[src/rtl/round_sat_rr_scheduler_pkg.sv]
// rtl/round_sat_rr_scheduler_pkg.sv - shared types, defaults and round-robin pick helper
// for the round/saturate scheduler.
package round_sat_pkg;

   localparam int DEF_NUM_CH    = 4;
   localparam int DEF_OUT_WIDTH = 16;
   localparam int CH_ID_W       = $clog2(DEF_NUM_CH);
   localparam int MAX_CH        = 64;

   typedef logic [CH_ID_W-1:0] ch_id_t;

   typedef struct packed {
      logic [DEF_OUT_WIDTH-1:0] data;
      logic                     ovf;
      logic                     unf;
   } round_sat_res_t;

   // First set bit of full_vec at or after ptr, wrapping modulo n; -1 when none is set.
   function automatic int rr_pick(input logic [MAX_CH-1:0] full_vec, input int ptr, input int n);
      int pick;
      int idx;
      pick = -1;
      for (int k = 0; k < MAX_CH; k++) begin
         if (k < n) begin
            idx = ptr + k;
            if (idx >= n) idx = idx - n;
            if (pick < 0 && full_vec[idx[5:0]]) pick = idx;
         end
      end
      return pick;
   endfunction

endpackage

[src/rtl/round_sat_rr_scheduler_unit.sv]
// rtl/round_sat_rr_scheduler_unit.sv - combinational round-half-to-even and saturate
// from a wide signed accumulator to the output format.
module round_sat_unit #(
   parameter int ACC_WIDTH = 42,
   parameter int ACC_FRAC  = 32,
   parameter int OUT_WIDTH = 16,
   parameter int OUT_FRAC  = 15
) (
   input  logic [ACC_WIDTH-1:0] data_i,
   output logic [OUT_WIDTH-1:0] data_o,
   output logic                 ovf_o,
   output logic                 unf_o
);

   localparam int D  = ACC_FRAC - OUT_FRAC;
   localparam int RW = ACC_WIDTH - D;
   localparam int SW = RW + 1;
   localparam logic signed [SW-1:0] MAX_V = SW'((64'sd1 <<< (OUT_WIDTH-1)) - 64'sd1);
   localparam logic signed [SW-1:0] MIN_V = SW'(-(64'sd1 <<< (OUT_WIDTH-1)));

   logic signed [RW-1:0] raw;
   logic                 inc;
   logic signed [SW-1:0] sum;

   if (D == 0) begin : g_nornd
      assign raw = $signed(data_i);
      assign inc = 1'b0;
   end else begin : g_rnd
      logic gb, rb, sb;
      assign raw = $signed(data_i[ACC_WIDTH-1:D]);
      assign gb  = data_i[D-1];
      if (D >= 2) begin : g_r
         assign rb = data_i[D-2];
      end else begin : g_nr
         assign rb = 1'b0;
      end
      if (D >= 3) begin : g_s
         assign sb = |data_i[D-3:0];
      end else begin : g_ns
         assign sb = 1'b0;
      end
      assign inc = gb & (rb | sb | raw[0]);
   end

   // One guard bit so a rounding carry out of the top never wraps before the compare.
   assign sum   = $signed({raw[RW-1], raw}) + $signed({{(SW-1){1'b0}}, inc});
   assign ovf_o = (sum > MAX_V);
   assign unf_o = (sum < MIN_V);

   always_comb begin
      data_o = sum[OUT_WIDTH-1:0];
      if (ovf_o)      data_o = {1'b0, {(OUT_WIDTH-1){1'b1}}};
      else if (unf_o) data_o = {1'b1, {(OUT_WIDTH-1){1'b0}}};
   end

endmodule

[src/rtl/round_sat_rr_scheduler.sv]
// rtl/round_sat_rr_scheduler.sv - per-channel holding buffers, round-robin grant into one
// shared round/sat unit, registered output with channel ID, per-channel saturation stats.
module round_sat_rr_scheduler
   import round_sat_pkg::*;
#(
   parameter int NUM_CH    = 4,
   parameter int ACC_WIDTH = 42,
   parameter int ACC_FRAC  = 32,
   parameter int OUT_WIDTH = 16,
   parameter int OUT_FRAC  = 15,
   parameter int CNT_WIDTH = 16
) (
   input  logic                           clk,
   input  logic                           rst,
   input  logic [NUM_CH*ACC_WIDTH-1:0]    req_data_i,
   input  logic [NUM_CH-1:0]              req_valid_i,
   output logic [NUM_CH-1:0]              req_ready_o,
   output logic [OUT_WIDTH-1:0]           out_data_o,
   output logic [$clog2(NUM_CH)-1:0]      out_ch_o,
   output logic                           out_valid_o,
   input  logic                           out_ready_i,
   input  logic                           clr_i,
   output logic [NUM_CH*CNT_WIDTH-1:0]    sat_cnt_o,
   output logic [NUM_CH-1:0]              sat_sticky_o
);

   localparam int CH_W = $clog2(NUM_CH);

   logic [NUM_CH-1:0]    buf_full_q, buf_full_d;
   logic [ACC_WIDTH-1:0] buf_data_q [NUM_CH];
   logic [ACC_WIDTH-1:0] buf_data_d [NUM_CH];
   logic [CH_W-1:0]      ptr_q, ptr_d;
   logic                 out_valid_q, out_valid_d;
   logic [OUT_WIDTH-1:0] out_data_q, out_data_d;
   logic [CH_W-1:0]      out_ch_q, out_ch_d;
   logic [CNT_WIDTH-1:0] sat_cnt_q [NUM_CH];
   logic [CNT_WIDTH-1:0] sat_cnt_d [NUM_CH];
   logic [NUM_CH-1:0]    sat_sticky_q, sat_sticky_d;

   logic                 advance;
   logic                 grant_any;
   int                   pick;
   logic [CH_W-1:0]      grant_ch;
   logic [ACC_WIDTH-1:0] unit_in;
   logic [OUT_WIDTH-1:0] unit_data;
   logic                 unit_ovf, unit_unf;

   always_comb begin
      advance   = !out_valid_q || out_ready_i;
      pick      = rr_pick(MAX_CH'(buf_full_q), int'(ptr_q), NUM_CH);
      grant_any = advance && (pick >= 0);
      grant_ch  = (pick >= 0) ? CH_W'(pick) : '0;
      unit_in   = buf_data_q[grant_ch];
   end

   round_sat_unit #(
      .ACC_WIDTH (ACC_WIDTH),
      .ACC_FRAC  (ACC_FRAC),
      .OUT_WIDTH (OUT_WIDTH),
      .OUT_FRAC  (OUT_FRAC)
   ) u_unit (
      .data_i (unit_in),
      .data_o (unit_data),
      .ovf_o  (unit_ovf),
      .unf_o  (unit_unf)
   );

   always_comb begin
      buf_full_d   = buf_full_q;
      buf_data_d   = buf_data_q;
      ptr_d        = ptr_q;
      out_valid_d  = out_valid_q;
      out_data_d   = out_data_q;
      out_ch_d     = out_ch_q;
      sat_cnt_d    = sat_cnt_q;
      sat_sticky_d = sat_sticky_q;

      if (clr_i) begin
         for (int i = 0; i < NUM_CH; i++) sat_cnt_d[i] = '0;
         sat_sticky_d = '0;
      end

      if (grant_any) begin
         buf_full_d[grant_ch] = 1'b0;
         out_valid_d          = 1'b1;
         out_data_d           = unit_data;
         out_ch_d             = grant_ch;
         ptr_d                = (grant_ch == CH_W'(NUM_CH-1)) ? '0 : grant_ch + 1'b1;
         // A clear in the same cycle as an event still records that event.
         if (unit_ovf || unit_unf) begin
            if (clr_i)                        sat_cnt_d[grant_ch] = CNT_WIDTH'(1);
            else if (!(&sat_cnt_q[grant_ch])) sat_cnt_d[grant_ch] = sat_cnt_q[grant_ch] + 1'b1;
            sat_sticky_d[grant_ch] = 1'b1;
         end
      end else if (advance) begin
         out_valid_d = 1'b0;
      end

      for (int i = 0; i < NUM_CH; i++) begin
         if (req_valid_i[i] && !buf_full_q[i]) begin
            buf_full_d[i] = 1'b1;
            buf_data_d[i] = req_data_i[i*ACC_WIDTH +: ACC_WIDTH];
         end
      end
   end

   always_ff @(posedge clk) begin
      if (rst) begin
         buf_full_q   <= '0;
         ptr_q        <= '0;
         out_valid_q  <= 1'b0;
         out_data_q   <= '0;
         out_ch_q     <= '0;
         sat_sticky_q <= '0;
         for (int i = 0; i < NUM_CH; i++) sat_cnt_q[i] <= '0;
      end else begin
         buf_full_q   <= buf_full_d;
         ptr_q        <= ptr_d;
         out_valid_q  <= out_valid_d;
         out_data_q   <= out_data_d;
         out_ch_q     <= out_ch_d;
         sat_sticky_q <= sat_sticky_d;
         sat_cnt_q    <= sat_cnt_d;
      end
   end

   // Payload needs no reset: an empty buffer's contents are never granted.
   always_ff @(posedge clk) begin
      buf_data_q <= buf_data_d;
   end

   assign req_ready_o  = ~buf_full_q & {NUM_CH{~rst}};
   assign out_data_o   = out_data_q;
   assign out_ch_o     = out_ch_q;
   assign out_valid_o  = out_valid_q;
   assign sat_sticky_o = sat_sticky_q;

   for (genvar i = 0; i < NUM_CH; i++) begin : g_cnt
      assign sat_cnt_o[i*CNT_WIDTH +: CNT_WIDTH] = sat_cnt_q[i];
   end

endmodule

[config.mk]
export PLATFORM = sky130hd
export DESIGN_NAME = round_sat_rr_scheduler
export DESIGN_NICKNAME = d
export VERILOG_FILES = /design/src/rtl/round_sat_rr_scheduler_pkg.sv /design/src/rtl/round_sat_rr_scheduler_unit.sv /design/src/rtl/round_sat_rr_scheduler.sv
export SDC_FILE = /design/constraint.sdc
export NUM_CORES = 1
export LEC_CHECK = 0
export ABC_AREA = 1
export CAP_MARGIN = 20
export CORE_AREA = 8 8 171 173
export DETAILED_ROUTE_END_ITERATION = 16
export DIE_AREA = 0 0 179 181
export PLACE_DENSITY = 0.81
export SLEW_MARGIN = 20
export SYNTH_ARGS = -nofsm -noshare
export SYNTH_HDL_FRONTEND = slang
export SYNTH_SLANG_ARGS = --single-unit
[constraint.sdc]
create_clock -name clk -period 5.2 [get_ports clk]
set_clock_uncertainty 0.1 [all_clocks]
set_input_delay 1.04 -clock clk [delete_from_list [all_inputs] [get_ports clk]]
set_output_delay 1.04 -clock clk [all_outputs]
set_load 0.05 [all_outputs]
## Word level (Yosys, flattened, before mapping)

Cells that the tools add are included.

| word-level totals | value |
|---|---|
| register bits | 261 |
| latch bits | 0 |
| bits in writable memories | 0 |
| memory bits (read-only) | 0 |
| output and inout port bits | 91 |
| word-level logic and storage cells | 129 |
| memories | 0 |

| cells by class | value |
|---|---|
| add/sub/neg operators | 10 |
| multiply operators | 0 |
| divide/modulo/power cells | 0 |
| order comparisons | 18 |
| equal/unequal tests | 1 |
| shift-type cells | 0 |
| multiplexer cells | 46 |
| bitwise operators | 13 |
| reduce and logical (&&, ||, !) cells | 24 |

Operator list:

| kind | count |
|---|---|
| 64-bit 2-to-1 mux | 5 |
| 32-bit 2-to-1 mux | 8 |
| 32-bit by 1-bit less-than comparator with 1-bit output (second input constant) | 3 |
| 42-bit binary-select mux with 2-bit select | 1 |
| 42-bit 2-to-1 mux | 2 |
| 16-bit 2-to-1 mux | 5 |
| 64-bit bitwise mux | 1 |
| 60-bit bitwise AND | 1 |
| 60-bit inverter | 1 |
| 16-bit binary-select mux with 2-bit select | 1 |
| 16-bit demux with 2-bit select | 1 |
| 32-bit by 1-bit greater-or-equal comparator with 1-bit output (second input constant) | 1 |
| 6-bit by 7-bit less-than comparator with 1-bit output (second input constant) | 4 |
| 25-bit by 2-bit adder with 26-bit output | 1 |
| 26-bit by 16-bit > comparator with 1-bit output (second input constant) | 1 |
| 26-bit by 16-bit less-than comparator with 1-bit output (second input constant) | 1 |
| 1-bit binary-select mux with 6-bit select | 4 |
| 16-bit by 1-bit adder with 16-bit output (second input constant) | 1 |
| 4-bit 2-to-1 mux | 4 |
| 16-bit AND reduction | 1 |
| 15-bit OR reduction | 1 |
| 3-bit greater-or-equal comparator (second input constant) | 4 |
| 3-bit by 3-bit subtractor with 4-bit output (second input constant) | 3 |
| 1-bit 2-to-1 mux | 11 |
| 22 further kinds | 46 |

## Logic depth before layout (Yosys ltp)

| logic depth | value |
|---|---|
| depth in word-level cells | 29 |
| depth in mapped cells | 35 |

## By module

From an unflattened synthesis, not the netlist that was laid out.

| second synthesis, totals | value |
|---|---|
| cells, all modules | 1554 |
| area total of the unflattened synthesis | 13055.0 um^2 |

Modules (own cells, without submodules):

| module | instances | cells each | area an instance (um^2) | seq. area each (um^2) |
|---|---|---|---|---|
| round_sat_rr_scheduler | 1 | 1361 | 12109.1 | 6906.6 |
| round_sat_unit | 1 | 193 | 945.9 | 0.0 |

## Worst setup path before layout

OpenSTA, ideal clock, no wires.

| path | value |
|---|---|
| path type | reg2reg |
| start point | reg ptr_q[0] |
| end point | reg sat_cnt_q (netlist bit sat_cnt_o[37]) |
| arrival | 3.915 ns |
| slack | 1.075 ns |
| cell stages (with the launch flop) | 31 |
| path through | dfxtp_1 > inv_2 > ha_1 > inv_1 > nand3_1 > nand3_1 > nand4_1 > nand2_2 > buf_2 > nand3_1 > nand3_1 > nand2_1 > nor2_2 > ha_1 > nand2_1 > nor2_2 > nand2_1 > nor2_1 > nand2_1 > nand2_1 > inv_1 > nand2_1 > nor2_1 > nand3_2 > nand2_2 > nand2_4 > buf_6 > buf_6 > nand3_1 > nand2_1 > nor2_1 |

| on the way | value |
|---|---|
| longest elaborated chain between the ends | 29 |
| elaborated cells between the ends (all ways) | 65 |

Ends and longest elaborated chain:

| item | line | RTL |
|---|---|---|
| from (decl) | round_sat_rr_scheduler.sv:32 | `logic [CH_W-1:0] ptr_q, ptr_d;` |
| from (signal assigned) | round_sat_rr_scheduler.sv:118 | `ptr_q <= ptr_d;` |
| 2-bit by 3-bit subtractor with 4-bit output / 2-bit by 3-bit greater-or-equal comparator with 1-bit output (equally long branches) | round_sat_rr_scheduler_pkg.sv:26 | `if (idx >= n) idx = idx - n;` |
| 32-bit 2-to-1 mux | round_sat_rr_scheduler_pkg.sv:26 |  |
| 1-bit binary-select mux with 6-bit select | round_sat_rr_scheduler_pkg.sv:27 | `if (pick < 0 && full_vec[idx[5:0]]) pick = idx;` |
| 1-bit 2-to-1 mux (not written as such) | round_sat_rr_scheduler_pkg.sv:27 |  |
| 32-bit 2-to-1 mux | round_sat_rr_scheduler_pkg.sv:27 |  |
| 32-bit by 1-bit less-than comparator with 1-bit output | round_sat_rr_scheduler_pkg.sv:27 |  |
| 1-bit logical AND | round_sat_rr_scheduler_pkg.sv:27 |  |
| 32-bit 2-to-1 mux | round_sat_rr_scheduler_pkg.sv:27 |  |
| [... 12 more ...] | n/a |  |
| 15-bit OR reduction | round_sat_rr_scheduler_unit.sv:38 | `assign sb = \|data_i[D-3:0];` |
| 1-bit OR (2 in a row) | round_sat_rr_scheduler_unit.sv:42 | `assign inc = gb & (rb \| sb \| raw[0]);` |
| 1-bit bitwise AND | round_sat_rr_scheduler_unit.sv:42 |  |
| 25-bit by 2-bit adder with 26-bit output | round_sat_rr_scheduler_unit.sv:46 | `assign sum = $signed({raw[RW-1], raw}) + $signed({{(SW-1){1'b0}}, inc});` |
| 26-bit by 16-bit > comparator with 1-bit output / 26-bit by 16-bit less-than comparator with 1-bit output (equally long branches) | round_sat_rr_scheduler_unit.sv:47, round_sat_rr_scheduler_unit.sv:48 |  |
| 1-bit logical OR | round_sat_rr_scheduler.sv:90 | `if (unit_ovf \|\| unit_unf) begin` |
| 64-bit 2-to-1 mux | round_sat_rr_scheduler.sv:90 |  |
| 64-bit 2-to-1 mux * | round_sat_rr_scheduler.sv:83 | `if (grant_any) begin` |
| to (signal assigned) | round_sat_rr_scheduler.sv:123 | `sat_cnt_q <= sat_cnt_d;` |
| to (decl) | round_sat_rr_scheduler.sv:36 | `logic [CNT_WIDTH-1:0] sat_cnt_q [NUM_CH];` |

Every way passes the cells marked *; elsewhere a longest branch is shown, timed or not. The select of a mux whose other input is x is not followed.
A chain may end at the register's enable or synchronous reset.

## Worst setup path after layout

| path | value |
|---|---|
| start point | reg ptr_q[1] |
| end point | reg sat_cnt_q (netlist bit sat_cnt_o[46]) |

The elaborated chain is that of the path after synthesis.

==> summary.txt <==
STA
  – Final period util: 91.50%
  – Final number of max-transition violations: 0
  – Slew headroom: 30.85%
  – Unrepaired setup endpoints after global routing: false
  – Setup-failing EPs final: 0
  – F_max: 210.2 MHz
  – Min Hold Slack: 0.3689 ns
  – Fin worst setup slack: 0.4419 ns
  – Final Critical Period: 4.758 ns
  – Final hold violations: 0
  – Worst-Margin Slew: 1.037 ns

Synthesis
  – Post-synth cell types: 41
  – Post-Synthesis Cell Area: 13880 µm²
  – Post-synthesis sequential area ratio: 49.75%
  – Synth Net Count: 1961
  – Count of state elements after synthesis: 261
  – Mapped Cells: 1774
  – Synth warn: 0
  – Synth Area per Inst: 7.826 µm²

Routing
  – WL per Instance: 17.82 µm
  – First-pass detailed-route iteration total: 6
  – Routed WL: 42.10 mm
  – Post-DRT Antenna Nets: 0
  – 1st-iter DRT viols: 1451
  – Vias: 12860
  – # DRC: 0
  – Via density: 5.440

Clocking
  – Clock-pin slew on the worst setup and hold paths: 0.06 ns
  – CTS root buf: clkbuf_16
  – Htree depth: 1
  – Worst-case clock buffer depth: 3
  – Clk sinks: 261
  – Cts hold-fix bufs: 0
  – Skew-Pair Late Insertion Delay: 0.54 ns
  – TritonCTS clock tree: yes
  – TritonCTS buffer count: 28

Layout
  – Most frequent cells in the layout: nand2_1 (560), clkdlybuf4s50_1 (266), nand3_1 (232), edfxtp_1 (168), nor2_1 (164)
  – Commonest non-fill, non-tap cell in the layout: nand2_1
  – Syn-to-layout area delta: 27.60%
  – Fin nets: 2188
  – # diodes: 0
  – Layout cells sized above 1: 6.182%

Floorplan
  – Num rows: 60
  – Die Ht: 181 µm
  – Io pins: 267
  – Initial core utilization: 52.39%
  – Core area: 26500 µm²
  – Die Wd: 179 µm
  – Die ar.: 32400 µm²

Setup path
  – Critical Path Start Type: register
  – Slowest Stage Delay on Critical Path: 0.42 ns
  – Crit-path slowest cell: dfxtp_1
  – CP most frequent cell: nand2_1
  – Worst EP required: 5.57 ns
  – Worst-path fanout max: 39
  – Critical path endpoint category: register
  – WP data arrival: 5.12 ns
  – CP Class: register to register

Job
  – Max-cap viol count: 0

GRT
  – Pin count of the biggest net entering global routing: 66
  – Vias in the first global route: 12210
  – First-pass GRT wire length: 65.41 mm
  – Initial antenna violation count: 0
  – GR Overflow Total: 0
  – Total global-route track usage: 25.04%

Placed design
  – Gp weighted congestion: 0.9874
  – Final HPWL DP: 30.75 mm
  – Port-buffer cells: 266
  – Place WS: -0.06270 ns

Outcome
  – Status: completed

Worst hold path
  – Min-delay worst type: register to register
-- metal layers --
layer | part of all wire [%] | vias to the layer above | track usage (%)
li1 | - | 6230 | -
met1 | 39 | 5915 | 31.68
met2 | 49 | 624 | 42.05
met3 | 8.9 | 86 | 4.754
met4 | 3.3 | 0 | 8.468
met5 | 0 | - | 0
-- cells in the mapped netlist --
cell | count | share of area (%)
xnor2_1 | 3 | 0.19
and3_1 | 2 | 0.090
nor3_1 | 2 | 0.072
nand2_1 | 562 | 15
clkbuf_1 | 29 | 0.78
and2_1 | 1 | 0.045
o22ai_2 | 1 | 0.090
buf_6 | 14 | 1.1
nor2_1 | 167 | 4.5
ha_1 | 11 | 0.99
inv_2 | 5 | 0.14
nand2_2 | 11 | 0.50
nand3_2 | 13 | 0.94
buf_4 | 16 | 0.87
dfxtp_1 | 93 | 13
inv_1 | 163 | 4.4
nor3b_1 | 2 | 0.11
clkinv_2 | 1 | 0.036
o21ai_1 | 6 | 0.22
a31oi_1 | 2 | 0.090
o21bai_1 | 1 | 0.054
buf_1 | 6 | 0.16
nor4_1 | 16 | 0.72
nor3_2 | 2 | 0.14
xor2_2 | 1 | 0.12
xor2_1 | 21 | 1.3
buf_2 | 32 | 1.2
nor2_2 | 5 | 0.23
nand4_1 | 10 | 0.45
or2_2 | 2 | 0.090
o211ai_1 | 3 | 0.16
nand3_1 | 232 | 8.4
o22ai_1 | 4 | 0.18
nand2_4 | 2 | 0.16
o21ai_0 | 92 | 3.3
edfxtp_1 | 168 | 36
a21oi_1 | 35 | 1.3
nor2_4 | 1 | 0.081
nand3b_1 | 30 | 1.6
o22a_1 | 2 | 0.13
clkinv_1 | 5 | 0.14
-- critical path, delay by kind of cell (launching register included) --
| family | cells | cell delay [ns] |
|---|---|---|
| and+or+nand+nor | 20 | 2.50 |
| adders and majority gates | 1 | 0.35 |
| buffers and inverters | 5 | 1.08 |
| DFF | 1 | 0.42 |
| AOI/OAI and AO/OA | 1 | 0.18 |
-- registers in the layout, indices dropped and copies added, names as in the netlist --
| register | flops |
|---|---|
| out_valid_o | 1 |
| out_ch_o | 2 |
| ptr_q | 2 |
| buf_data_q | 168 |
| out_data_o | 16 |
| buf_full_q | 4 |
| sat_sticky_o | 4 |
| sat_cnt_o | 64 |
-- area by class of cell --
| cell class | instances | area [µm²] |
|---|---|---|
| Fill cell | 2207 | 8786 |
| Multi-Input combinational cell | 1244 | 5876 |
| Sequential cell | 261 | 6907 |
| Clock buffer | 37 | 785.8 |
| Timing Repair Buffer | 292 | 2922 |
| Tap cell | 341 | 426.7 |
| Inverter | 174 | 655.6 |
| Clock inverter | 14 | 142.6 |
-- logic make-up after synthesis --
family,synth area share [%]
simple gates,33.32
buf+inv,8.814
flops,49.75
compound gates,5.497
xor+xnor,1.631
fa+ha+maj,0.9913
-- stage by stage --
| step | setup TNS, ns | instance area (µm²) | util (%) | std cells |
|---|---|---|---|---|
| floorplan | 0 | 13880 | - | 1774 |
| global placement | 0 | 16640 | 62.78 | 2307 |
| detailed placement | -0.6928 | 16640 | 62.78 | 2307 |
| CTS | -1.349 | 17580 | 66.34 | 2358 |
| global route | 0 | 17710 | 66.85 | 2363 |
| finish | 0 | 17710 | 66.85 | 2363 |
-- final timing paths --
kind | to | depth (start not counted) | slack, ns | from
hold / removal | sat_sticky_o[1] | 2 | 0.37 | sat_sticky_o[1]
hold reg to reg | sat_sticky_o[1] | 2 | 0.37 | sat_sticky_o[1]
setup / recovery | sat_cnt_o[46] | 27 | 0.44 | ptr_q[1]
setup reg to reg | sat_cnt_o[46] | 27 | 0.44 | ptr_q[1]
-- what timing repair did --
action / 4_1_cts / 5_1_grt
resized for setup: 2 / 21
setup endpoints to repair: 54 / 81
gates cloned: 0 / 2
setup buffers: 0 / 3
pin swaps: 0 / 5
Power is left out: the tool's default activity adds up to more than one toggle a clock period on the data nets, which glitch-free logic cannot reach.
